**src/rtl/cam_cntrl_pkg.sv**
```systemverilog
`default_nettype none
// ---------------------------------------------------------------------------
// cam_cntrl_pkg : state, descriptor types and length helper for msg_cam_cntrl
// Revision 1.0
// ---------------------------------------------------------------------------
package cam_cntrl_pkg;

  localparam int CAM_ADDR_W = 5;
  localparam int CAM_LEN_W  = CAM_ADDR_W + 1;

  typedef enum logic [1:0] {
    ST_IDLE   = 2'd0,
    ST_IN_MSG = 2'd1,
    ST_DROP   = 2'd2
  } cam_cntrl_state_e;

  typedef struct packed {
    logic [CAM_ADDR_W-1:0] start;
    logic [CAM_ADDR_W-1:0] end_idx;
    logic [CAM_LEN_W-1:0]  len;
  } cam_desc_t;

  // Ring distance first..last inclusive; a full-ring message wraps to 0 and is reported as depth.
  function automatic logic [31:0] msg_len(input logic [31:0] first,
                                          input logic [31:0] last,
                                          input logic [31:0] depth);
    logic [31:0] l;
    l = (last - first + 32'd1) & (depth - 32'd1);
    return (l == 32'd0) ? depth : l;
  endfunction

endpackage
`default_nettype wire

```
**src/rtl/msg_desc_fifo.sv**
```systemverilog
`default_nettype none
// ---------------------------------------------------------------------------
// msg_desc_fifo : synchronous show-ahead FIFO holding completed message descriptors
// Revision 1.0
// ---------------------------------------------------------------------------
module msg_desc_fifo #(
  parameter int WIDTH = 16,
  parameter int DEPTH = 4
) (
  input  logic             clk,
  input  logic             rst_n,
  input  logic             i_push,
  input  logic [WIDTH-1:0] i_data,
  input  logic             i_pop,
  output logic [WIDTH-1:0] o_data,
  output logic             o_full,
  output logic             o_empty
);

  localparam int PW = $clog2(DEPTH);
  localparam logic [PW:0] c_ptr_one = (PW+1)'(1);

  logic [WIDTH-1:0] r_mem [DEPTH];
  logic [PW:0]      r_wr_ptr;
  logic [PW:0]      r_rd_ptr;
  logic             w_push;
  logic             w_pop;

  // Extra pointer bit separates full from empty when the index bits match.
  assign o_empty = (r_wr_ptr == r_rd_ptr);
  assign o_full  = (r_wr_ptr[PW] != r_rd_ptr[PW]) && (r_wr_ptr[PW-1:0] == r_rd_ptr[PW-1:0]);
  assign w_push  = i_push && !o_full;
  assign w_pop   = i_pop && !o_empty;
  assign o_data  = r_mem[r_rd_ptr[PW-1:0]];

  always_ff @(posedge clk) begin
    if (!rst_n) begin
      r_wr_ptr <= '0;
      r_rd_ptr <= '0;
    end else begin
      if (w_push) r_wr_ptr <= r_wr_ptr + c_ptr_one;
      if (w_pop)  r_rd_ptr <= r_rd_ptr + c_ptr_one;
    end
  end

  always_ff @(posedge clk) begin
    if (w_push) r_mem[r_wr_ptr[PW-1:0]] <= i_data;
  end

endmodule
`default_nettype wire

```
**src/rtl/msg_cam_cntrl.sv**
```systemverilog
`default_nettype none
// ---------------------------------------------------------------------------
// msg_cam_cntrl : framed beat stream -> CAM ring writer with descriptor queue.
// Optional MSG_CAM_CNTRL_STATS_EN adds saturating message/drop counters.
// Revision 1.0
// ---------------------------------------------------------------------------
module msg_cam_cntrl
  import cam_cntrl_pkg::*;
#(
  parameter int DATA_WIDTH = 32,
  parameter int ADDR_WIDTH = 5,
  parameter int DESC_DEPTH = 4
) (
  input  logic                  clk,
  input  logic                  rst_n,
  input  logic                  wr_en_i,
  input  logic [DATA_WIDTH-1:0] data_i,
  input  logic                  start_message_i,
  input  logic                  end_message_i,
  output logic                  cam_wr_o,
  output logic [ADDR_WIDTH-1:0] cam_wr_index_o,
  output logic [DATA_WIDTH-1:0] cam_wr_data_o,
  output logic                  desc_valid_o,
  output logic [ADDR_WIDTH-1:0] desc_start_o,
  output logic [ADDR_WIDTH-1:0] desc_end_o,
  output logic [ADDR_WIDTH:0]   desc_len_o,
  input  logic                  desc_ready_i,
  output logic                  full_o,
  output logic                  empty_o,
  output logic [ADDR_WIDTH:0]   count_o,
  output logic                  drop_o,
  output logic                  err_o
`ifdef MSG_CAM_CNTRL_STATS_EN
  ,
  output logic [15:0]           msg_cnt_o,
  output logic [15:0]           drop_cnt_o
`endif
);

  localparam int DEPTH = 2**ADDR_WIDTH;
  localparam int CW    = ADDR_WIDTH + 1;
  localparam int DW    = 2*ADDR_WIDTH + CW;
  localparam logic [CW-1:0]         c_depth   = CW'(DEPTH);
  localparam logic [CW-1:0]         c_one     = CW'(1);
  localparam logic [ADDR_WIDTH-1:0] c_ptr_one = ADDR_WIDTH'(1);

  cam_cntrl_state_e      r_state, w_state_n;
  logic [ADDR_WIDTH-1:0] r_wr_ptr, w_wr_ptr_n;
  logic [ADDR_WIDTH-1:0] r_msg_start, w_msg_start_n;
  logic [CW-1:0]         r_msg_beats, w_msg_beats_n;
  logic [CW-1:0]         r_count;
  logic                  r_cam_wr;
  logic [ADDR_WIDTH-1:0] r_cam_idx;
  logic [DATA_WIDTH-1:0] r_cam_data;
  logic                  r_drop;
  logic                  r_err;

  logic [ADDR_WIDTH-1:0] w_base_ptr;
  logic [CW-1:0]         w_rewind;
  logic                  w_write, w_push, w_drop, w_err;
  logic [ADDR_WIDTH-1:0] w_desc_start, w_desc_end;
  logic [CW-1:0]         w_desc_len;
  logic                  w_fifo_full, w_fifo_empty, w_pop;
  logic [DW-1:0]         w_fifo_dout;
  logic [ADDR_WIDTH-1:0] w_head_start, w_head_end;
  logic [CW-1:0]         w_head_len, w_pop_len;

  assign {w_head_start, w_head_end, w_head_len} = w_fifo_dout;
  assign w_pop     = desc_ready_i && !w_fifo_empty;
  assign w_pop_len = w_pop ? w_head_len : '0;

  always_comb begin
    w_state_n     = r_state;
    w_wr_ptr_n    = r_wr_ptr;
    w_msg_start_n = r_msg_start;
    w_msg_beats_n = r_msg_beats;
    w_base_ptr    = r_wr_ptr;
    w_rewind      = '0;
    w_write       = 1'b0;
    w_push        = 1'b0;
    w_drop        = 1'b0;
    w_err         = 1'b0;
    w_desc_start  = r_wr_ptr;
    w_desc_end    = r_wr_ptr;
    w_desc_len    = c_one;
    if (wr_en_i) begin
      if (start_message_i) begin
        // A start inside a message abandons it; the new one reuses its space.
        if (r_state == ST_IN_MSG) begin
          w_err      = 1'b1;
          w_base_ptr = r_msg_start;
          w_rewind   = r_msg_beats;
        end
        w_wr_ptr_n   = w_base_ptr;
        w_desc_start = w_base_ptr;
        w_desc_end   = w_base_ptr;
        w_state_n    = ST_IDLE;
        if (((r_count - w_rewind) == c_depth) || (end_message_i && w_fifo_full)) begin
          w_drop = 1'b1;
          if (!end_message_i) w_state_n = ST_DROP;
        end else begin
          w_write    = 1'b1;
          w_wr_ptr_n = w_base_ptr + c_ptr_one;
          if (end_message_i) begin
            w_push = 1'b1;
          end else begin
            w_state_n     = ST_IN_MSG;
            w_msg_start_n = w_base_ptr;
            w_msg_beats_n = c_one;
          end
        end
      end else begin
        case (r_state)
          ST_IDLE: w_err = 1'b1;
          ST_IN_MSG: begin
            if (r_count == c_depth) begin
              w_drop     = 1'b1;
              w_rewind   = r_msg_beats;
              w_wr_ptr_n = r_msg_start;
              w_state_n  = ST_DROP;
            end else if (end_message_i && w_fifo_full) begin
              w_drop     = 1'b1;
              w_rewind   = r_msg_beats;
              w_wr_ptr_n = r_msg_start;
              w_state_n  = ST_IDLE;
            end else begin
              w_write       = 1'b1;
              w_wr_ptr_n    = r_wr_ptr + c_ptr_one;
              w_msg_beats_n = r_msg_beats + c_one;
              if (end_message_i) begin
                w_push       = 1'b1;
                w_desc_start = r_msg_start;
                w_desc_end   = r_wr_ptr;
                w_desc_len   = CW'(msg_len(32'(r_msg_start), 32'(r_wr_ptr), 32'(DEPTH)));
                w_state_n    = ST_IDLE;
              end
            end
          end
          ST_DROP: if (end_message_i) w_state_n = ST_IDLE;
          default: w_state_n = ST_IDLE;
        endcase
      end
    end
  end

  always_ff @(posedge clk) begin
    if (!rst_n) begin
      r_state     <= ST_IDLE;
      r_wr_ptr    <= '0;
      r_msg_start <= '0;
      r_msg_beats <= '0;
      r_count     <= '0;
      r_cam_wr    <= 1'b0;
      r_cam_idx   <= '0;
      r_cam_data  <= '0;
      r_drop      <= 1'b0;
      r_err       <= 1'b0;
    end else begin
      r_state     <= w_state_n;
      r_wr_ptr    <= w_wr_ptr_n;
      r_msg_start <= w_msg_start_n;
      r_msg_beats <= w_msg_beats_n;
      r_count     <= r_count - w_rewind + CW'(w_write) - w_pop_len;
      r_cam_wr    <= w_write;
      r_drop      <= w_drop;
      r_err       <= w_err;
      if (w_write) begin
        r_cam_idx  <= w_base_ptr;
        r_cam_data <= data_i;
      end
    end
  end

  msg_desc_fifo #(
    .WIDTH (DW),
    .DEPTH (DESC_DEPTH)
  ) u_desc_fifo (
    .clk     (clk),
    .rst_n   (rst_n),
    .i_push  (w_push),
    .i_data  ({w_desc_start, w_desc_end, w_desc_len}),
    .i_pop   (w_pop),
    .o_data  (w_fifo_dout),
    .o_full  (w_fifo_full),
    .o_empty (w_fifo_empty)
  );

  assign cam_wr_o       = r_cam_wr;
  assign cam_wr_index_o = r_cam_idx;
  assign cam_wr_data_o  = r_cam_data;
  assign desc_valid_o   = !w_fifo_empty;
  assign desc_start_o   = w_fifo_empty ? '0 : w_head_start;
  assign desc_end_o     = w_fifo_empty ? '0 : w_head_end;
  assign desc_len_o     = w_fifo_empty ? '0 : w_head_len;
  assign full_o         = (r_count == c_depth);
  assign empty_o        = (r_count == '0);
  assign count_o        = r_count;
  assign drop_o         = r_drop;
  assign err_o          = r_err;

`ifdef MSG_CAM_CNTRL_STATS_EN
  logic [15:0] r_msg_cnt;
  logic [15:0] r_drop_cnt;

  always_ff @(posedge clk) begin
    if (!rst_n) begin
      r_msg_cnt  <= '0;
      r_drop_cnt <= '0;
    end else begin
      if (w_push && (r_msg_cnt != 16'hFFFF))  r_msg_cnt  <= r_msg_cnt + 16'd1;
      if (w_drop && (r_drop_cnt != 16'hFFFF)) r_drop_cnt <= r_drop_cnt + 16'd1;
    end
  end

  assign msg_cnt_o  = r_msg_cnt;
  assign drop_cnt_o = r_drop_cnt;
`endif

endmodule
`default_nettype wire

```
**config.mk**
```make
export PLATFORM = sky130hd
export DESIGN_NAME = msg_cam_cntrl
export DESIGN_NICKNAME = d
export VERILOG_FILES = /design/src/rtl/cam_cntrl_pkg.sv /design/src/rtl/msg_desc_fifo.sv /design/src/rtl/msg_cam_cntrl.sv
export SDC_FILE = /design/constraint.sdc
export NUM_CORES = 1
export LEC_CHECK = 0
export BUFFER_PORTS_ARGS = -buffer_cell sky130_fd_sc_hd__buf_2
export CAP_MARGIN = 15
export CORE_MARGIN = 2
export CORE_UTILIZATION = 51
export CTS_CLUSTER_DIAMETER = 200
export DETAILED_ROUTE_END_ITERATION = 10
export GPL_ROUTABILITY_DRIVEN = 0
export PLACE_DENSITY_LB_ADDON = 0.05
export SYNTH_ARGS = -nofsm -noshare
export SYNTH_HDL_FRONTEND = slang
export SYNTH_HIERARCHICAL = 1
export SYNTH_SLANG_ARGS = --single-unit
```
**constraint.sdc**
```tcl
create_clock -name clk -period 6.1 [get_ports clk]
set_input_delay 1.22 -clock clk [delete_from_list [all_inputs] [get_ports clk]]
set_output_delay 1.22 -clock clk [all_outputs]
set_load 0.005 [all_outputs]
```
==> Yosys cells after proc, flatten, opt, wreduce, memory -nomap -nowiden <==
Memory sizes are Yosys's and may differ from the RTL's. A register that Yosys moved wholly into a read port is not among the register bits.
Cells that the tools add are included.
{ "word_totals": {"reg_bits": 70, "mem_bits_rw": 64, "in_bits": 38, "out_inout_bits": 65, "memories": 1} }
{ "mem_list": {"columns": ["memory", "words", "width", "rd", "rd_clocked_by_memory_dff", "wr", "line", "rtl"], "rows": [
  ["u_desc_fifo.r_mem", 4, 16, 1, 1, 1, "msg_desc_fifo.sv:23", "logic [WIDTH-1:0] r_mem [DEPTH];"]
]} }
{ "classes": {"n_addsub": 11, "n_eq_ne": 12, "n_mux": 74, "n_bitwise": 2, "n_reduce_logical": 17} }
{ "op_table": {"columns": ["op", "count"], "rows": [
  ["two-way mux 6 bit", 23],
  ["two-way mux 5 bit", 18],
  ["zero test 32 bit", 1],
  ["two-way mux 1 bit", 24],
  ["subtractor 6 bit", 3],
  ["two-way mux 2 bit", 8],
  ["equality test 6 bit, second input constant", 2],
  ["adder 5 x 1 -> 5 bit, second input constant", 2],
  ["!= test 2 bit, second input constant", 5],
  ["adder 3 x 1 -> 3 bit, second input constant", 2],
  ["adder 6 x 1 -> 6 bit", 1],
  ["adder 6 x 1 -> 6 bit, second input constant", 1],
  ["zero test 6 bit", 1],
  ["case mux 2 bit (3 select lines)", 1],
  ["AND reduction 2 bit", 3],
  ["AND reduction 6 bit", 1],
  ["adder 5 x 2 -> 5 bit, second input constant", 1],
  ["logical AND 1 bit", 5],
  ["subtractor 5 bit", 1],
  ["AND reduction 4 bit", 1],
  ["equality test 3 bit", 1],
  ["equality test 2 x 1 -> 1 bit, second input constant", 1],
  ["equality test 2 bit", 1],
  ["equality test 2 bit, second input constant", 1],
  ["6 further kinds", 8]
]} }

==> Logic depth before layout (Yosys ltp) <==
Gate-level depths: netlist of run 1.
{ "depth": {"depth_word": 13, "ltp_mapped": 24} }

==> Modules after synthesis <==
The synthesis of run 1 kept the hierarchy.
{ "by_module_without_submodules": {"columns": ["mod", "n_inst", "cells_per_inst", "area_each_um2"], "rows": [
  ["msg_cam_cntrl", 1, 503, 4285.4],
  ["msg_desc_fifo", 1, 152, 2877.8]
]} }

==> Worst setup path after synthesis of run 1 <==
Ideal clock, no wire load.
{ "synth_path": {"path_type": "input to register", "startpoint": "input end_message_i", "endpoint": "register r_count[5] (netlist: count_o[5])", "setup_time_ns": 0.121, "arrival_ns": 4.224, "required_ns": 5.979, "setup_slack_ns": 1.756, "stages": 17, "n_path_buf": 0, "cell_sequence": "nand2_1 > o21ai_2 > nor2_1 > nor2_1 > and2_1 > fa_1 > fa_1 > inv_1 > ha_1 > inv_1 > fa_1 > inv_1 > a21o_1 > a21oi_1 > xnor2_1 > and3_1 > nor3_1"} }
{ "synth_via": {"elab_chain_cells": 9, "word_cells_on_any_way": 16} }
{ "synth_lines": {"columns": ["item", "line", "rtl"], "rows": [
  ["start: declaration", "msg_cam_cntrl.sv:19", "input logic end_message_i,"],
  ["logical AND 1 bit (*)", "msg_cam_cntrl.sv:98, msg_cam_cntrl.sv:121", null],
  ["two-way mux 6 bit", "msg_cam_cntrl.sv:121", "end else if (end_message_i && w_fifo_full) begin"],
  ["two-way mux 6 bit", "msg_cam_cntrl.sv:116", "if (r_count == c_depth) begin"],
  ["two-way mux 6 bit", "msg_cam_cntrl.sv:113", "case (r_state)"],
  ["two-way mux 6 bit", "msg_cam_cntrl.sv:87", "if (start_message_i) begin"],
  ["two-way mux 6 bit", "msg_cam_cntrl.sv:86", "if (wr_en_i) begin"],
  ["subtractor 6 bit", "msg_cam_cntrl.sv:163", "r_count <= r_count - w_rewind + CW'(w_write) - w_pop_len;"],
  ["adder 6 x 1 -> 6 bit (*)", "msg_cam_cntrl.sv:163", null],
  ["subtractor 6 bit (*)", "msg_cam_cntrl.sv:163", null],
  ["end signal: assignment", "msg_cam_cntrl.sv:163", null],
  ["end: declaration", "msg_cam_cntrl.sv:51", "logic [CW-1:0] r_count;"]
]} }
Mark *: on every way between the ends. The rest lies on a longest branch, timed or not.
A chain may end at the register's enable or synchronous reset.

==> Final worst setup path of run 1 <==
{ "layout_path": {"startpoint": "register u_desc_fifo.r_wr_ptr[0]", "endpoint": "register r_count[5] (netlist: count_o[5])"} }
{ "layout_via": {"elab_chain_cells": 11, "word_cells_on_any_way": 22} }
{ "layout_lines": {"columns": ["item", "line", "rtl"], "rows": [
  ["start: declaration", "msg_desc_fifo.sv:24", "logic [PW:0] r_wr_ptr;"],
  ["start signal: assignment", "msg_desc_fifo.sv:41", "if (w_push) r_wr_ptr <= r_wr_ptr + c_ptr_one;"],
  ["equality test 2 bit (*)", "msg_desc_fifo.sv:31", "assign o_full = (r_wr_ptr[PW] != r_rd_ptr[PW]) && (r_wr_ptr[PW-1:0] == r_rd_ptr[PW-1:0]);"],
  ["logical AND 1 bit (*)", "msg_desc_fifo.sv:31", null],
  ["net w_fifo_full", "msg_cam_cntrl.sv:63", "logic w_fifo_full, w_fifo_empty, w_pop;"],
  ["logical AND 1 bit (*)", "msg_cam_cntrl.sv:98, msg_cam_cntrl.sv:121", null],
  ["two-way mux 6 bit", "msg_cam_cntrl.sv:121", null],
  ["two-way mux 6 bit", "msg_cam_cntrl.sv:116", null],
  ["two-way mux 6 bit", "msg_cam_cntrl.sv:113", null],
  ["two-way mux 6 bit", "msg_cam_cntrl.sv:87", null],
  ["two-way mux 6 bit", "msg_cam_cntrl.sv:86", null],
  ["subtractor 6 bit", "msg_cam_cntrl.sv:163", null],
  ["adder 6 x 1 -> 6 bit (*)", "msg_cam_cntrl.sv:163", null],
  ["subtractor 6 bit (*)", "msg_cam_cntrl.sv:163", null]
]} }
Mark *: on every way through the listed nets, which the timed path passes. The rest lies on a longest branch.

==> results of run 1 <==
per-stage QoR:
stage          hold slack, ns  power [mW]  instances  instance area [um2]
2_1_floorplan          0.4530       1.882        655                 7163
3_3_place_gp           0.4395       2.122        910                 7761
3_5_place_dp           0.4448       2.152        910                 7761
4_1_cts                0.4537       3.133        942                 8332
5_1_grt                0.4707       3.291        942                 8332
6_report               0.4509       3.100        942                 8332
cells in the final DEF, fill, tap and decap left out, drive strengths merged, types with 18 or more instances in the layout:
| cell | instances |
|---|---|
| edfxtp | 64 |
| nor2b | 18 |
| nor2 | 34 |
| buf | 110 |
| ha | 33 |
| clkbuf | 25 |
| inv | 32 |
| nand2 | 71 |
| dfxtp | 72 |
| o21ai | 58 |
| a21oi | 21 |
| nand3 | 47 |
power breakdown:
group	internal [mW]	switching, mW	total, mW
logic	0.425	0.557	0.982
registers	1.06	0.0886	1.14
clock network	0.607	0.366	0.973
total	2.09	1.01	3.10
flip-flops by register name (all words and copies together) (netlist names), named ones only:
register and cells:
cam_wr_data_o 32, cam_wr_index_o 5, cam_wr_o 1, count_o 6
drop_o 1, err_o 1, r_msg_beats 6, r_msg_start 5
r_state 2, r_wr_ptr 5, u_desc_fifo/r_mem 64, u_desc_fifo/r_rd_ptr 3
u_desc_fifo/r_wr_ptr 3
critical path, cell delays in order (launching register included):
cell and delay [ns]:
dfxtp_1 0.47, xor2_1 0.46, nor3_1 0.13, buf_4 0.18
nand2_1 0.23, o21ai_2 0.21, nor2_1 0.13, buf_4 0.17
nor2_1 0.13, and2_1 0.20, fa_1 0.42, fa_1 0.49
inv_1 0.04, ha_1 0.20, inv_1 0.08, fa_1 0.21
inv_1 0.05, a21o_1 0.16, a21oi_1 0.17, xnor2_1 0.15
and3_1 0.17, nor3_1 0.04
worst paths after layout:
path	start	endpoint	slack [ns]
max	u_desc_fifo/r_wr_ptr[0]$_SDFFE_PN0P_	count_o[5]$_SDFF_PN0_	1.45
min	cam_wr_data_o[27]$_SDFFE_PN0N_	cam_wr_data_o[27]$_SDFFE_PN0N_	0.45
max reg2reg	u_desc_fifo/r_wr_ptr[0]$_SDFFE_PN0P_	count_o[5]$_SDFF_PN0_	1.45
min reg2reg	cam_wr_data_o[27]$_SDFFE_PN0N_	cam_wr_data_o[27]$_SDFFE_PN0N_	0.45
logic make-up after synthesis:
logic type / share of synthesized area (%)
mux: 6.183
fa+ha+maj: 7.721
buf+inv: 4.699
xor+xnor: 3.179
simple gates: 18.03
flops: 46.95
compound gates: 13.24
metal layers:
metal / GRT usage [%] / wire (um) / up-vias
li1: - / - / 2568
met4: 8.405 / 267 / 0
met2: 35.97 / 7596 / 148
met5: 0 / 0 / -
met3: 5.390 / 826 / 25
met1: 27.71 / 6731 / 2479
final cells by class:
class	instances	area (um2)
sequential	136	3363
clock inverter	7	71.32
fill	1188	5441
clock buffer	25	499.2
timing repair buffer	110	573.1
multi-input combinational	452	3480
inverter	32	120.1
tap	180	225.2
==> results_dict.tcl, run 1 <==
set metrics [dict create \
    status "complete, no violations" \
    path_class "reg -> reg" \
    portBuffers 102 \
    synth_area_leaders "edfxtp_1, dfxtp_1, ha_1, mux4_2, nand3_2" \
    synth_fp_nets 733 \
    synth_top_area_share_pct 26.83 \
    vdd_drop_max_v 0.0001931 \
    antenna_found_initial 0 \
    fin_setup_tns_ns 0 \
    clk_latency_ns 0.42 \
    ys_warn_count 6 \
    io_pins 103 \
    grt_max_degree 92 \
    rsz0062_at_grt "no" \
    dp_slack_ns 1.261 \
    cts_inserted_buffers 17 \
    wire_per_inst_um 16.37 \
    clockBufferDepth 2 \
    cts_root_buf "clkbuf_16" \
    synthDistinctLibCells 62 \
    dieHeight_um 122.5 \
    required_ns 6.38 \
    cts_sinks 136 \
    syn_area_per_cell_um2 10.94 \
    relSlewSlack_pct 27.58 \
    final_util_pct 60.49 \
    worst_pin_slew_ns 1.086 \
    slew_violations 0 \
    startpoint_type "flip-flop" \
    track_usage_pct 21.80 \
    hold_violations 0 \
    cts_hold_buf 0 \
    maxCapViolations 0 \
    htree_levels 4 \
    leakagePower_nw 3.313 \
    post-route-drc-count 0 \
    wl_um 15420 \
    drt_iter0_markers 381 \
    arrival_ns 4.93 \
    netlist_area_um2 7163 \
    fin_skew_ns 0.007193 \
    synth_largest_area_cell "edfxtp_1" \
    grt_pass1_vias 5132 \
    via_per_inst 5.541 \
    drive_gt1_share_pct 30.05 \
    die_width_um 122.5 \
    final_nets 827 \
    hold_path_depth 2 \
    p_per_area_nw_per_um2 372.0 \
    hpwl_um 10850 \
    core_area_um2 13770 \
    setup_viol_count_final 0 \
    rows 43 \
    synth_common_cells "dfxtp_1, nand2_1, edfxtp_1" \
    areaGrowthSynthToFinish_pct 16.31 \
    dr.pass1.iters 5 \
    cts_setup_buffers 0 \
    finalCritPeriodShare_pct 76.15 \
    fp.dieArea_um2 15010 \
    clk_pin_slew_ns 0.06 \
    max_freq_mhz 215.3 \
    setup_ws_ns 1.455 \
    crit_path_max_fanout 12 \
    hp-class "reg -> reg" \
    syn-instance-count 655 \
    synth-seq-cells 136 \
    overflow 0 \
    cts_resized 0 \
    cts_tree "built" \
    ant_nets 0 \
    grt_pass1_wl_um 25080 \
    yosysMostFrequentCell "dfxtp_1" \
    finalCriticalPeriod_ns 4.645 \
    rr_worst_depth 21 \
    cp-end-kind "flip-flop" \
    synth-edff-count 64 \
    ys_seq_area_share_pct 46.95 \
    yosys_most_used_dff "dfxtp_1" \
    async_flop_share_pct 0 \
    antenna_cells 0 \
    initial_core_util_pct 52.01 \
    vias 5220 \
]
Note: power is estimated with default switching activity, not from simulation.
==> inputs of run 2 (changes only) <==
- clock period: 6.1 -> 4.1 ns (I/O delays scaled with it)
==> run 2 against run 1 <==
Against the previous run: sequential power up 47%; register-to-register slack worse by 1.2 ns; combinational power up 61%; clock power up 62%; largest cell class unchanged.
==> results_dict.tcl, run 2 (synthesis gave the netlist of run 1 again) <==
set metrics [dict create \
    crit_slowest_cell "or4bb_1" \
    antenna_found_initial 0 \
    hp-start "cam_wr_data_o[24]$_SDFFE_PN0N_" \
    cp-end-kind "flip-flop" \
    rr_worst_depth 20 \
    leakagePower_nw 3.466 \
    max_freq_mhz 261.8 \
    r2r_end "count_o[5]$_SDFF_PN0_" \
    maxCapViolations 0 \
    track_usage_pct 22.14 \
    dieHeight_um 122.5 \
    grt_max_degree 76 \
    finalCriticalPeriod_ns 3.820 \
    cts_inserted_buffers 17 \
    setup_viol_count_final 0 \
    fin_skew_ns 0.01083 \
    worst_pin_slew_ns 1.075 \
    cts_sinks 136 \
    cts_setup_buffers 0 \
    grt_pass1_vias 5218 \
    largest_register_ff_count 64 \
    hold_violations 0 \
    slew_violations 0 \
    stdcell_area_um2 8584 \
    fin_setup_tns_ns 0 \
    cts_tree "built" \
    slowest_delay_ns 0.53 \
    worstPathCellList "inv_1 -> ha_2 -> nand2_2 -> ha_4 -> a21oi_2 -> a21oi_1 -> or4bb_1 -> nand4_2 -> a32oi_4 -> inv_1 -> ha_1 -> ha_1 -> inv_1 -> fa_1 -> inv_1 -> a21o_1 -> a21oi_1 -> xnor2_1 -> and3_1 -> nor3_1" \
    via_per_inst 5.550 \
    required_ns 4.38 \
    initial_core_util_pct 52.01 \
    layout_common_cells "buf_2, dfxtp_1, nand2_1" \
    portBuffers 102 \
    wl_um 16060 \
    hold_end "cam_wr_data_o[24]$_SDFFE_PN0N_" \
    rsz0062_at_grt "no" \
    hold_ws_ns 0.4529 \
    status "complete, no violations" \
    drive_gt1_share_pct 32.86 \
    wire_per_inst_um 16.70 \
    die_width_um 122.5 \
    final_nets 847 \
    antenna_cells 0 \
    rows 43 \
    fp.dieArea_um2 15010 \
    startpoint_type "flip-flop" \
    finalCritPeriodShare_pct 93.17 \
    cts_root_buf "clkbuf_16" \
    arrival_ns 4.10 \
    grt_pass1_wl_um 25590 \
    vias 5339 \
    post-route-drc-count 0 \
    ant_nets 0 \
    dr.pass1.iters 5 \
    path_common_cell "inv_1" \
    p_per_area_nw_per_um2 564.3 \
    clk_latency_ns 0.42 \
    mostFrequentLayoutCell "buf_2" \
    placed_cell_area_um2 7951 \
    vdd_drop_max_v 0.0003597 \
    overflow 0 \
    path_class "reg -> reg" \
    areaGrowthSynthToFinish_pct 19.84 \
    core_area_um2 13770 \
    htree_levels 4 \
    final_util_pct 62.33 \
    clockBufferDepth 2 \
    hold_path_depth 2 \
    ff2ff_setup_slack_ns 0.28 \
    relSlewSlack_pct 28.35 \
    crit_path_max_fanout 7 \
    hpwl_um 11660 \
    hp-class "reg -> reg" \
    io_pins 103 \
    clk_pin_slew_ns 0.06 \
    r2r_start "r_state[1]$_SDFFE_PN0P_" \
    drt_iter0_markers 366 \
]
-- run 2: metrics by stage --
step / cells / power [mW] / setup slack (ns)
after floorplan: 655 / 2.808 / 0.01900
after CTS: 962 / 4.879 / 0.1383
after global placement: 930 / 3.257 / 0.2438
final: 962 / 4.844 / 0.2800
after detailed placement: 930 / 3.297 / 0.1464
after global routing: 962 / 5.131 / 0.03501
-- run 2: power breakdown --
group,switching [mW],total [mW],leakage [nW],internal [mW]
registers,0.114,1.68,1.20,1.57
clock network,0.575,1.58,0.298,1.00
logic,0.879,1.58,1.96,0.703
-- run 2: worst max-delay path by stage --
stage                                 end                                  from  cells past startpoint  slack [ns]
finish              count_o[5]$_SDFF_PN0_               r_state[1]$_SDFFE_PN0P_                     20        0.28
global route        count_o[5]$_SDFF_PN0_  u_desc_fifo/r_wr_ptr[0]$_SDFFE_PN0P_                     19        0.04
CTS                 count_o[5]$_SDFF_PN0_  u_desc_fifo/r_wr_ptr[2]$_SDFFE_PN0P_                     19        0.14
detailed placement  count_o[5]$_SDFF_PN0_  u_desc_fifo/r_wr_ptr[2]$_SDFFE_PN0P_                     19        0.15
global placement    count_o[5]$_SDFF_PN0_  u_desc_fifo/r_wr_ptr[0]$_SDFFE_PN0P_                     19        0.24
floorplan           count_o[5]$_SDFF_PN0_               r_state[1]$_SDFFE_PN0P_                     24        0.02
-- run 2: timing repair --
item | CTS | global route
setup endpoints to repair | 0 | 1
resized for setup | 0 | 4
hold buffers | 0 | 0
endpoints found under the hold margin | 0 | 0
-- run 2: final cells by class --
| cell class | instances | area (um2) |
|---|---|---|
| fill | 1204 | 5189 |
| multi-input combinational | 452 | 3525 |
| sequential | 136 | 3363 |
| timing repair buffer | 130 | 735.7 |
| clock buffer | 21 | 470.5 |
| tap | 180 | 225.2 |
| clock inverter | 11 | 145.1 |
| inverter | 32 | 120.1 |
-- run 2: critical path, delay by kind of cell, from the launching register on --
kind | cells | cell delay, ns
adder cells (fa/ha/maj) | 5 | 1.24
AO/OA/AOI/OAI | 5 | 0.61
buffers and inverters | 4 | 0.30
XOR/XNOR | 1 | 0.17
AND/OR/NAND/NOR | 5 | 1.01
flip-flops | 1 | 0.34
-- run 2: layer usage --
layer	global-route usage, %	up-vias	wire (um)
met4	7.256	0	223
met2	36.81	148	7892
met1	28.49	2571	7071
met3	5.344	22	875
met5	0	-	0
li1	-	2598	-
==> inputs of run 3 (changes only) <==
- CORE_ASPECT_RATIO: unset -> 1.4
- CORE_UTILIZATION: 51 -> 52
==> run 3 against run 2 <==
Against the previous run: die area is 1.8% lower; clock power hardly changed; wire length is 0.88% higher; combinational power is 3% higher; first-iteration DRC count is 6.0% lower; critical endpoint unchanged.
==> results_dict.tcl, run 3 (synthesis gave the netlist of run 1 again) <==
set metrics [dict create \
    cts_inserted_buffers 17 \
    fin_skew_ns 0.01006 \
    final_util_pct 64.24 \
    track_usage_pct 23.44 \
    finalCriticalPeriod_ns 3.843 \
    startpoint_type "flip-flop" \
    finalCritPeriodShare_pct 93.72 \
    cts_resized 0 \
    dp_slack_ns 0.1304 \
    rr_worst_depth 18 \
    r2r_end "count_o[5]$_SDFF_PN0_" \
    wl_um 16210 \
    grt_pass1_vias 5384 \
    via_per_inst 5.491 \
    required_ns 4.37 \
    largest_register_ff_count 64 \
    dr.pass1.iters 7 \
    fp.dieArea_um2 14740 \
    hold_end "cam_wr_data_o[22]$_SDFFE_PN0N_" \
    post-route-drc-count 0 \
    htree_levels 4 \
    rsz0062_at_grt "no" \
    worst_pin_slew_ns 1.046 \
    vdd_drop_max_v 0.0003224 \
    drive_gt1_share_pct 33.21 \
    drt_iter0_markers 344 \
    leakagePower_nw 3.450 \
    clk_latency_ns 0.41 \
    max_freq_mhz 260.2 \
    arrival_ns 4.11 \
    hpwl_um 11700 \
    r2r_start "u_desc_fifo/r_wr_ptr[0]$_SDFFE_PN0P_" \
    hp-start "cam_wr_data_o[22]$_SDFFE_PN0N_" \
    clk_pin_slew_ns 0.06 \
    placed_cell_area_um2 7964 \
    relSlewSlack_pct 30.25 \
    io_pins 103 \
    mostFrequentLayoutCell "buf_2" \
    cts_hold_buf 0 \
    fin_setup_tns_ns 0 \
    hold_ws_ns 0.4487 \
    areaGrowthSynthToFinish_pct 20.07 \
    cts_tree "built" \
    portBuffers 102 \
    fin_cells 962 \
    setup_viol_count_final 0 \
    setup_ws_ns 0.2573 \
    vias 5282 \
    overflow 0 \
    cp-end-kind "flip-flop" \
    hp-class "reg -> reg" \
    p_total_mw 4.860 \
    place_inst 930 \
    hold_violations 0 \
    rows 50 \
    maxCapViolations 0 \
    wire_per_inst_um 16.85 \
    crit_path_max_fanout 7 \
    antenna_cells 0 \
    status "complete, no violations" \
    nFillCells 1093 \
    ff2ff_setup_slack_ns 0.26 \
    p_per_area_nw_per_um2 565.0 \
    initial_core_util_pct 53.50 \
    cts_sinks 136 \
    cts_root_buf "clkbuf_16" \
    grt_max_degree 76 \
    stdcell_area_um2 8601 \
    die_width_um 103.2 \
    grt_pass1_wl_um 26640 \
    path_class "reg -> reg" \
    antenna_found_initial 0 \
    ant_nets 0 \
    slew_violations 0 \
    hold_path_depth 2 \
    layout_common_cells "buf_2, dfxtp_1, nand2_1" \
    final_nets 845 \
    cts_setup_buffers 0 \
    dieHeight_um 142.9 \
    core_area_um2 13390 \
    clockBufferDepth 2 \
]
==> run 3: cell count changes in the layout (fill, tap and decap cells not counted), sizes merged <==
cell,before,now
clkinvlp,2,3
buf,130,128
clkbuf,21,17
clkinv,4,3
bufinv,3,2
inv,34,39
==> run 3: how the worst max path moves through the flow <==
stage,startpoint,slack (ns),endpoint
6_report,u_desc_fifo/r_wr_ptr[0]$_SDFFE_PN0P_,0.26,count_o[5]$_SDFF_PN0_
5_1_grt,r_state[1]$_SDFFE_PN0P_,0.01,count_o[5]$_SDFF_PN0_
4_1_cts,u_desc_fifo/r_wr_ptr[0]$_SDFFE_PN0P_,0.13,count_o[5]$_SDFF_PN0_
3_5_place_dp,u_desc_fifo/r_wr_ptr[0]$_SDFFE_PN0P_,0.13,count_o[5]$_SDFF_PN0_
3_3_place_gp,u_desc_fifo/r_wr_ptr[0]$_SDFFE_PN0P_,0.30,count_o[5]$_SDFF_PN0_
2_1_floorplan,r_state[1]$_SDFFE_PN0P_,0.02,count_o[5]$_SDFF_PN0_
==> run 3: power breakdown <==
part	total [mW]	internal, mW	switching (mW)
registers	1.68	1.57	0.114
clock network	1.55	0.920	0.634
logic	1.62	0.717	0.908
==> run 3: critical path, cell delays in order, from the launching register on <==
cell and delay (ns):
dfxtp_1 0.47, xor2_1 0.14, nor3_2 0.33, nand2_1 0.14
o21ai_2 0.09, nor2_1 0.07, nor2_1 0.23, buf_4 0.18
nand2_1 0.08, fa_1 0.48, ha_1 0.32, inv_1 0.06
fa_1 0.45, inv_1 0.07, a21o_1 0.11, a21oi_1 0.07
xnor2_1 0.19, and3_1 0.18, nor3_1 0.04
==> run 3: final cells by class <==
cell class                      instances  area, um2  share of cell area (%)
Multi-Input combinational cell        452       3535                   41.10
Sequential cell                       136       3364                   39.12
Timing Repair Buffer                  128      745.7                   8.670
Clock buffer                           17      425.4                   4.946
Tap cell                              182      227.7                   2.648
Clock inverter                         15      182.7                   2.124
Inverter                               32      120.1                   1.397
==> run 3: per-layer routing <==
| layer | share of wire (%) | wire (um) | up-vias | track usage (%) |
|---|---|---|---|---|
| met4 | 2.3 | 366 | 0 | 8.657 |
| met1 | 42 | 6784 | 2505 | 28.28 |
| met5 | 0 | 0 | - | 0 |
| met2 | 51 | 8312 | 157 | 40.67 |
| li1 | - | - | 2597 | - |
| met3 | 4.6 | 742 | 23 | 4.895 |
